`src/rtl/sram_config_loader.sv`:
```
// Parallel-to-serial loader feeding an SRAM tile's configuration shift chain.
// Optional echo check of the tile's shift_out is built when SRAM_CFG_ECHO_CHECK_EN is defined.
module sram_config_loader #(
    parameter int ADDR_BITS = 10,
    parameter int DATA_BITS = 32
) (
    input  logic                 clk,
    input  logic                 rst,
    input  logic                 s_valid,
    output logic                 s_ready,
    input  logic [ADDR_BITS-1:0] s_addr,
    input  logic [DATA_BITS-1:0] s_data,
    input  logic [1:0]           s_mode,
    input  logic                 s_last,
    output logic                 shift_in,
    output logic                 shift_enable,
    output logic                 config_set,
    output logic [1:0]           sram_conf,
    input  logic                 chain_in,
    output logic [ADDR_BITS:0]   frame_cnt,
    output logic                 done,
    output logic                 err
);
    localparam int FRAME_BITS = ADDR_BITS + DATA_BITS;
    localparam int CW         = $clog2(FRAME_BITS);

    typedef enum logic [1:0] {IDLE, SHIFT, COMMIT} state_e;

    state_e                state_q, state_d;
    logic [CW-1:0]         cnt_q, cnt_d;
    logic [FRAME_BITS-1:0] frame_q, frame_d;
    logic [1:0]            mode_q, mode_d;
    logic                  last_q, last_d;
    logic                  done_q, done_d;
    logic [ADDR_BITS:0]    fcnt_q, fcnt_d;
    logic                  ready_q, ready_d;
    logic                  sen_q, sen_d;
    logic                  sin_q, sin_d;
    logic                  cset_q, cset_d;
    logic [FRAME_BITS-1:0] frame_in;

    assign frame_in = {s_addr, s_data};

    // Outputs are computed one cycle ahead so every port comes straight from a flop.
    always_comb begin
        state_d = state_q;
        cnt_d   = cnt_q;
        frame_d = frame_q;
        mode_d  = mode_q;
        last_d  = last_q;
        done_d  = done_q;
        fcnt_d  = fcnt_q;
        ready_d = 1'b0;
        sen_d   = 1'b0;
        sin_d   = 1'b0;
        cset_d  = 1'b0;
        case (state_q)
            IDLE: begin
                ready_d = 1'b1;
                if (s_valid && ready_q) begin
                    frame_d = frame_in;
                    mode_d  = s_mode;
                    last_d  = s_last;
                    done_d  = 1'b0;
                    cnt_d   = CW'(FRAME_BITS - 1);
                    sen_d   = 1'b1;
                    sin_d   = frame_in[FRAME_BITS-1];
                    ready_d = 1'b0;
                    state_d = SHIFT;
                end
            end
            SHIFT: begin
                if (cnt_q == '0) begin
                    cset_d  = 1'b1;
                    fcnt_d  = fcnt_q + 1'b1;
                    done_d  = done_q | last_q;
                    state_d = COMMIT;
                end else begin
                    cnt_d = cnt_q - 1'b1;
                    sen_d = 1'b1;
                    sin_d = frame_q[cnt_q - 1'b1];
                end
            end
            COMMIT: begin
                ready_d = 1'b1;
                state_d = IDLE;
            end
            default: state_d = IDLE;
        endcase
    end

    always_ff @(posedge clk or negedge rst) begin
        if (!rst) begin
            state_q <= IDLE;
            cnt_q   <= '0;
            frame_q <= '0;
            mode_q  <= '0;
            last_q  <= 1'b0;
            done_q  <= 1'b0;
            fcnt_q  <= '0;
            ready_q <= 1'b0;
            sen_q   <= 1'b0;
            sin_q   <= 1'b0;
            cset_q  <= 1'b0;
        end else begin
            state_q <= state_d;
            cnt_q   <= cnt_d;
            frame_q <= frame_d;
            mode_q  <= mode_d;
            last_q  <= last_d;
            done_q  <= done_d;
            fcnt_q  <= fcnt_d;
            ready_q <= ready_d;
            sen_q   <= sen_d;
            sin_q   <= sin_d;
            cset_q  <= cset_d;
        end
    end

    assign s_ready      = ready_q;
    assign shift_in     = sin_q;
    assign shift_enable = sen_q;
    assign config_set   = cset_q;
    assign sram_conf    = mode_q;
    assign frame_cnt    = fcnt_q;
    assign done         = done_q;

`ifdef SRAM_CFG_ECHO_CHECK_EN
    // While shifting bit cnt_q of the new frame, the tile's MSB should be the
    // same bit position of the frame committed before it.
    logic [FRAME_BITS-1:0] prev_q;
    logic                  prev_vld_q;
    logic                  err_q;

    always_ff @(posedge clk or negedge rst) begin
        if (!rst) begin
            prev_q     <= '0;
            prev_vld_q <= 1'b0;
            err_q      <= 1'b0;
        end else begin
            if (state_q == SHIFT && prev_vld_q && (chain_in != prev_q[cnt_q]))
                err_q <= 1'b1;
            if (state_q == COMMIT) begin
                prev_q     <= frame_q;
                prev_vld_q <= 1'b1;
            end
        end
    end

    assign err = err_q;
`else
    logic unused_chain_in;
    assign unused_chain_in = chain_in;
    assign err = 1'b0;
`endif

endmodule

```
`config.mk`:
```
export PLATFORM = sky130hd
export DESIGN_NAME = sram_config_loader
export DESIGN_NICKNAME = d
export VERILOG_FILES = /design/src/rtl/sram_config_loader.sv
export SDC_FILE = /design/constraint.sdc
export NUM_CORES = 1
export LEC_CHECK = 0
export CAP_MARGIN = 40
export CORE_UTILIZATION = 45
export DETAILED_ROUTE_END_ITERATION = 10
export PLACE_DENSITY = 0.74
export SLEW_MARGIN = 20
export SYNTH_ARGS = -nofsm -noshare
export SYNTH_HDL_FRONTEND = slang
export SYNTH_SLANG_ARGS = --single-unit
```
`constraint.sdc`:
```
create_clock -name clk -period 3.9 [get_ports clk]
set_input_delay 0.78 -clock clk [delete_from_list [all_inputs] [get_ports clk]]
set_output_delay 0.78 -clock clk [all_outputs]
set_load 0.005 [all_outputs]
```
==> flow_metrics.py, run 1 <==
metrics = {
    "layout": {
        "final_common_cell": "nand2_1",
        "nNetsFinal": 433,
        "layoutNonFillerInstCount": 466,
        "register_area_um2": 1727,
        "multi_input_area_um2": 1334,
        "drive_above_1_share_pct": 8.290,
        "syn_to_final_growth_pct": 28.74,
        "layout_common_cells": "nand2_1, dfrtp_1, clkdlybuf4s50_1, clkbuf_8",
        "diodes": 0,
        "num-fill-cells": 601,
        "fin_util_pct": 59.72,
    },
    "clocking": {
        "clkTransAtPathRegs_ns": 0.07,
        "cts_root_buf": "clkbuf_8",
        "cts_resized": 0,
        "ctsHoldBuffers": 0,
        "cts_tree": "yes",
        "clock_latency_ns": 0.34,
        "clock-sinks": 69,
        "cts_buffers": 9,
        "clock_path_buffers": 2,
        "htreeDepth": 3,
        "cts_setup_buffers": 0,
    },
    "synth": {
        "synth_nets": 367,
        "synthTopCellsByArea": "dfrtp_1, nand2_1, mux4_2, mux4_1, xnor2_1",
        "syn-instance-count": 315,
        "yosysTopAreaCell": "dfrtp_1",
        "ys_seq_area_share_pct": 55.09,
        "synth_area_per_cell_um2": 9.950,
        "syn-cell-area_um2": 3134,
        "netlist.area_leader.share_pct": 55.09,
        "ys_seq_elements": 69,
        "ys.warnings.count": 0,
        "ys_types": 38,
    },
    "global_routing": {
        "grt_first_pass_wirelength_um": 10830,
        "grt_usage_pct": 19.14,
        "overflow": 0,
        "grt_antenna_before_repair": 0,
        "grt_max_degree": 49,
        "grt_pass1_vias": 2374,
    },
    "timing": {
        "holdWs_ns": 0.2295,
        "setup_viol": 0,
        "clock_skew_ns": 0.006503,
        "drv_slew": 0,
        "tns_ns": 0,
        "max_freq_mhz": 350.4,
        "tightest_slew_ns": 0.7905,
        "post-route-min-period_ns": 2.854,
        "maxSlewHeadroom_pct": 47.30,
        "post-route-period-util_pct": 73.17,
        "rsz0062_at_grt": "no",
        "finalHoldViolCount": 0,
        "setup_ws_ns": 1.046,
    },
    "worst_setup_path": {
        "r2r_cells": 8,
        "rrSetupSlack_ns": 1.05,
        "rr_startpoint": "cnt_q[0]",
        "critical_path_class": "reg2reg",
        "crit_path_end_kind": "flip-flop",
        "critPathRequiredTime_ns": 4.11,
        "crit_fanout": 15,
        "arrival_ns": 3.07,
        "worst_setup_path_start_kind": "flip-flop",
        "rr_endpoint": "shift_in",
    },
    "place": {
        "dpl.cell_count": 449,
        "hpwlAfterDp_um": 4295,
        "place_ws_ns": 1.027,
        "io_buffers": 65,
        "place_congestion": 0.7220,
    },
    "run": {
        "maxCapViolCount": 0,
    },
    "drt": {
        "routed_via_density": 5.039,
        "first_pass_iters": 4,
        "drtIter0Drc": 158,
        "drt-total-wl_um": 6269,
        "vias": 2348,
        "wl_per_cell_um": 13.45,
        "ant_nets": 0,
        "drc_errors": 0,
    },
    "floorplanning": {
        "num_rows": 30,
        "dieHeight_um": 85.46,
        "io_pins": 68,
        "initial_utilization_pct": 46.39,
        "dieArea_um2": 7303,
        "die_w_um": 85.46,
        "core_um2": 6756,
    },
    "power": {
        "p_clk_share_pct": 39.9,
        "ir_drop_uv": 184.5,
        "pwr_density_cell_nw_per_um2": 321.3,
        "p_comb_share_pct": 4.9,
        "power.internal_w": 0.001025,
        "pwr-share-seq_pct": 55.2,
        "sw_frac_of_total_pct": 20.94,
        "p_leak_nw": 2.012,
        "p_switching_w": 0.0002714,
    },
    "run_status": {
        "status": "complete, no violations",
    },
    "min_path": {
        "hold_class": "in2async",
    },
}
## through the flow
step	instance area [µm²]	total power (W)
final	4035	0.001296
after global routing	4035	0.001351
after CTS	4015	0.001308
after detailed placement	3844	0.0007917
after global placement	3844	0.0007914
after floorplan	3134	0.0007306
## metal layers
metal  track usage [%]  vias up  part of all wire (%)
met4             6.212        0                   1.1
met1             25.57     1141                    45
met2             31.20       45                    51
li1                  -     1157                     -
met5                 0        -                     0
met3             4.377        5                   3.4
## worst max-delay path, cell delays in order, from the launching register on
cell	delay, ns
dfrtp_1	0.32
buf_4	0.26
inv_1	0.14
ha_1	0.62
mux4_1	0.40
mux4_2	0.46
nor2b_1	0.14
a311oi_1	0.26
o21ai_1	0.12
## cells in the mapped netlist
cell type,n
xor2_2,1
nor3b_2,1
mux2_2,3
a21oi_1,2
nor2b_1,3
nor3b_1,1
nand2b_1,1
clkbuf_1,11
and3b_1,1
a22o_1,1
a311oi_1,1
nor3_1,2
nand3_1,7
nor3_2,1
nor3b_4,1
and4_1,1
a211oi_1,1
nand3b_1,2
o21ai_0,7
nor2_1,7
buf_1,1
conb_1,1
or3_1,1
buf_6,1
a2111oi_1,1
inv_1,2
mux4_2,6
and3_1,3
mux4_1,4
xor2_1,7
nand2_1,146
mux2i_1,2
buf_4,2
ha_1,3
o21ai_1,1
xnor2_1,7
nand4_1,3
dfrtp_1,69
## worst max path at each step
stage	cells after the start	endpoint	start
after CTS	8	shift_in	cnt_q[0]
after floorplan	10	shift_in	cnt_q[0]
after global placement	8	shift_in	cnt_q[0]
after global routing	8	shift_in	cnt_q[0]
final	8	shift_in	cnt_q[0]
after detailed placement	8	shift_in	cnt_q[0]
## kinds of logic (layout without fill, tap and decap cells)
logic type | after synthesis | after routing | share of synthesized area (%)
AOI/OAI and AO/OA | 14 | 14 | 2.715
and+or+nand+nor | 181 | 181 | 24.55
DFF | 69 | 69 | 55.09
adders and majority gates | 3 | 3 | 1.198
muxes | 15 | 15 | 9.381
xor gates and xnor gates | 15 | 15 | 4.431
buffers and inverters | 17 | 88 | 2.515
other | 1 | 1 | 0.1196
## layout make-up
cell class              instances  area share [%]
flip-flops and latches         69           42.79
multi-input cells             229           33.05
clock buffers                  15           4.124
well taps                      80           2.481
repair buffers                 70           17.24
inverters                       2          0.1860
clock inverters                 1          0.1240
## state kept, by name, summed over array words and instances (netlist names)
name / cells
s_ready: 1
config_set: 1
frame_q: 42
cnt_q: 6
last_q: 1
frame_cnt: 11
sram_conf: 2
state_q: 2
done: 1
shift_in: 1
shift_enable: 1
## power by group through the flow
stage	sequential [W]	clock [W]	combinational (W)
floorplan	0.000729	0	0.00000145
global placement	0.000729	0	0.0000625
detailed placement	0.000729	0	0.0000627
CTS	0.000715	0.000530	0.0000631
global route	0.000715	0.000566	0.0000708
finish	0.000715	0.000517	0.0000639
(Power assumes the default switching activity.)
==> run 2: changes to the inputs <==
PLACE_DENSITY = 0.77   (was 0.74)
clock period = 2.59 ns   (was 3.9 ns; I/O delays follow)
==> run 2 against run 1 <==
  * Sequential share of layout area is 1.2 points lower
  * Total power is 77% higher
  * Sequential power increased by 51%
  * Global-route usage up 0.82 points
  * First-iteration DRC count is 14% lower
  * Clock skew rose by 0.0015 ns
  * Critical path type unchanged
  * Largest cell class unchanged
  * Highest routed layer unchanged
==> flow_metrics.py, run 2 (synthesized netlist as in run 1, its figures left out) <==
metrics = {
    "timing": {
        "holdWs_ns": 0.1570,
        "setup_viol": 0,
        "rsz0062_at_grt": "no",
        "finalHoldViolCount": 0,
        "tns_ns": 0,
        "clock_skew_ns": 0.008023,
        "post-route-period-util_pct": 94.20,
        "drv_slew": 0,
        "max_freq_mhz": 409.9,
        "setup_ws_ns": 0.1502,
        "post-route-min-period_ns": 2.440,
    },
    "floorplanning": {
        "core_um2": 6756,
        "io_pins": 68,
        "dieArea_um2": 7303,
        "initial_utilization_pct": 46.39,
        "die_w_um": 85.46,
        "num_rows": 30,
        "dieHeight_um": 85.46,
    },
    "drt": {
        "first_pass_iters": 4,
        "wl_per_cell_um": 13.92,
        "drt-total-wl_um": 6486,
        "drc_errors": 0,
        "routed_via_density": 5.019,
        "drtIter0Drc": 136,
        "ant_nets": 0,
        "vias": 2339,
    },
    "worst_setup_path": {
        "cp_slowest_stage_delay_ns": 0.52,
        "worst_setup_path_start_kind": "flip-flop",
        "r2r_cells": 7,
        "rr_startpoint": "cnt_q[1]",
        "critPathRequiredTime_ns": 2.82,
        "crit_path_end_kind": "flip-flop",
        "crit_slowest_cell": "ha_1",
        "arrival_ns": 2.67,
        "crit_top_cell": "mux4_2",
        "rr_endpoint": "shift_in",
        "rrSetupSlack_ns": 0.15,
        "critical_path_class": "reg2reg",
        "crit_fanout": 10,
        "crit_chain": "inv_1, ha_1, mux4_2, mux4_2, nor2b_1, a311oi_1, o21ai_1",
    },
    "layout": {
        "nNetsFinal": 433,
        "syn_to_final_growth_pct": 32.46,
        "layout_common_cells": "nand2_1, dfrtp_1, clkdlybuf4s50_1, clkbuf_8",
        "drive_above_1_share_pct": 9.585,
        "diodes": 0,
        "largest_reg_flops": 42,
        "final_common_cell": "nand2_1",
        "largest_register": "frame_q",
    },
    "place": {
        "hpwlAfterDp_um": 4294,
        "place_ws_ns": 0.1275,
        "place_congestion": 0.7738,
        "io_buffers": 65,
    },
    "clocking": {
        "clock-sinks": 69,
        "clkTransAtPathRegs_ns": 0.07,
        "htreeDepth": 3,
        "clock_latency_ns": 0.35,
        "clock_path_buffers": 2,
        "cts_setup_buffers": 0,
        "cts_buffers": 9,
        "cts_root_buf": "clkbuf_8",
        "cts_tree": "yes",
    },
    "power": {
        "p_switching_w": 0.0004343,
        "p_leak_nw": 2.054,
        "sw_frac_of_total_pct": 18.92,
        "pwr-share-seq_pct": 46.9,
        "power.internal_w": 0.001861,
        "p_clk_share_pct": 48.9,
        "p_comb_share_pct": 4.1,
        "ir_drop_uv": 284.6,
        "pwr_density_cell_nw_per_um2": 552.8,
    },
    "run": {
        "maxCapViolCount": 0,
    },
    "global_routing": {
        "grt_antenna_before_repair": 0,
        "overflow": 0,
        "grt_first_pass_wirelength_um": 11170,
        "grt_max_degree": 70,
        "grt_pass1_vias": 2451,
        "grt_usage_pct": 19.96,
    },
    "run_status": {
        "status": "complete, no violations",
    },
    "min_path": {
        "hold_class": "in2async",
    },
}
## run 2: per-stage QoR
| stage | cell area [µm²] | total power, W | instances | utilization [%] |
|---|---|---|---|---|
| floorplan | 3142 | 0.001100 | 315 | - |
| global route | 4151 | 0.002372 | 466 | 61.44 |
| finish | 4151 | 0.002295 | 466 | 61.44 |
| detailed placement | 3882 | 0.001195 | 450 | 57.46 |
| global placement | 3882 | 0.001194 | 450 | 57.46 |
| CTS | 4141 | 0.002312 | 466 | 61.30 |
## run 2: area by class of cell
class,instances,area [µm²]
clock buffer,13,168.9
clock inverter,3,90.09
multi-input combinational,229,1350
fill,575,2605
inverter,2,7.507
sequential,69,1727
timing repair buffer,70,708.2
tap,80,100.1
## run 2: what timing repair did
| action | 4_1_cts | 5_1_grt |
|---|---|---|
| hold buffers | 0 | 0 |
| gates resized for setup | 0 | 2 |
| endpoints found under the setup margin | 0 | 1 |
## run 2: worst max-delay path, delay by kind of cell, from the launching register on
kind,cells,cell delay (ns)
muxes,2,0.84
adders and majority gates,1,0.52
DFF,1,0.38
AOI/OAI and AO/OA,2,0.36
and+or+nand+nor,1,0.14
buffers and inverters,1,0.08
## run 2: how the worst max path moves through the flow
stage              from  endpoint  slack [ns]  cells past startpoint
5_1_grt        cnt_q[1]  shift_in        0.03                      9
6_report       cnt_q[1]  shift_in        0.15                      7
3_3_place_gp   cnt_q[0]  shift_in        0.15                      8
2_1_floorplan  cnt_q[0]  shift_in       0.005                     10
3_5_place_dp   cnt_q[0]  shift_in        0.13                      8
4_1_cts        cnt_q[0]  shift_in         0.1                      8
## run 2: routing by layer
| metal | vias to the layer above | wire length [µm] | track usage [%] |
|---|---|---|---|
| li1 | 1156 | - | - |
| met1 | 1117 | 2889 | 24.76 |
| met2 | 53 | 3272 | 33.31 |
| met3 | 13 | 183 | 4.767 |
| met4 | 0 | 140 | 8.939 |
| met5 | - | 0 | 0 |
## run 2: power by group through the flow
stage                     Clock, W  Sequential, W  Combinational (W)
after floorplan                  0        0.00110         0.00000218
after global placement           0        0.00110          0.0000961
after detailed placement         0        0.00110          0.0000975
after CTS                  0.00114        0.00108          0.0000977
after global routing       0.00119        0.00108           0.000105
final                      0.00112        0.00108          0.0000951
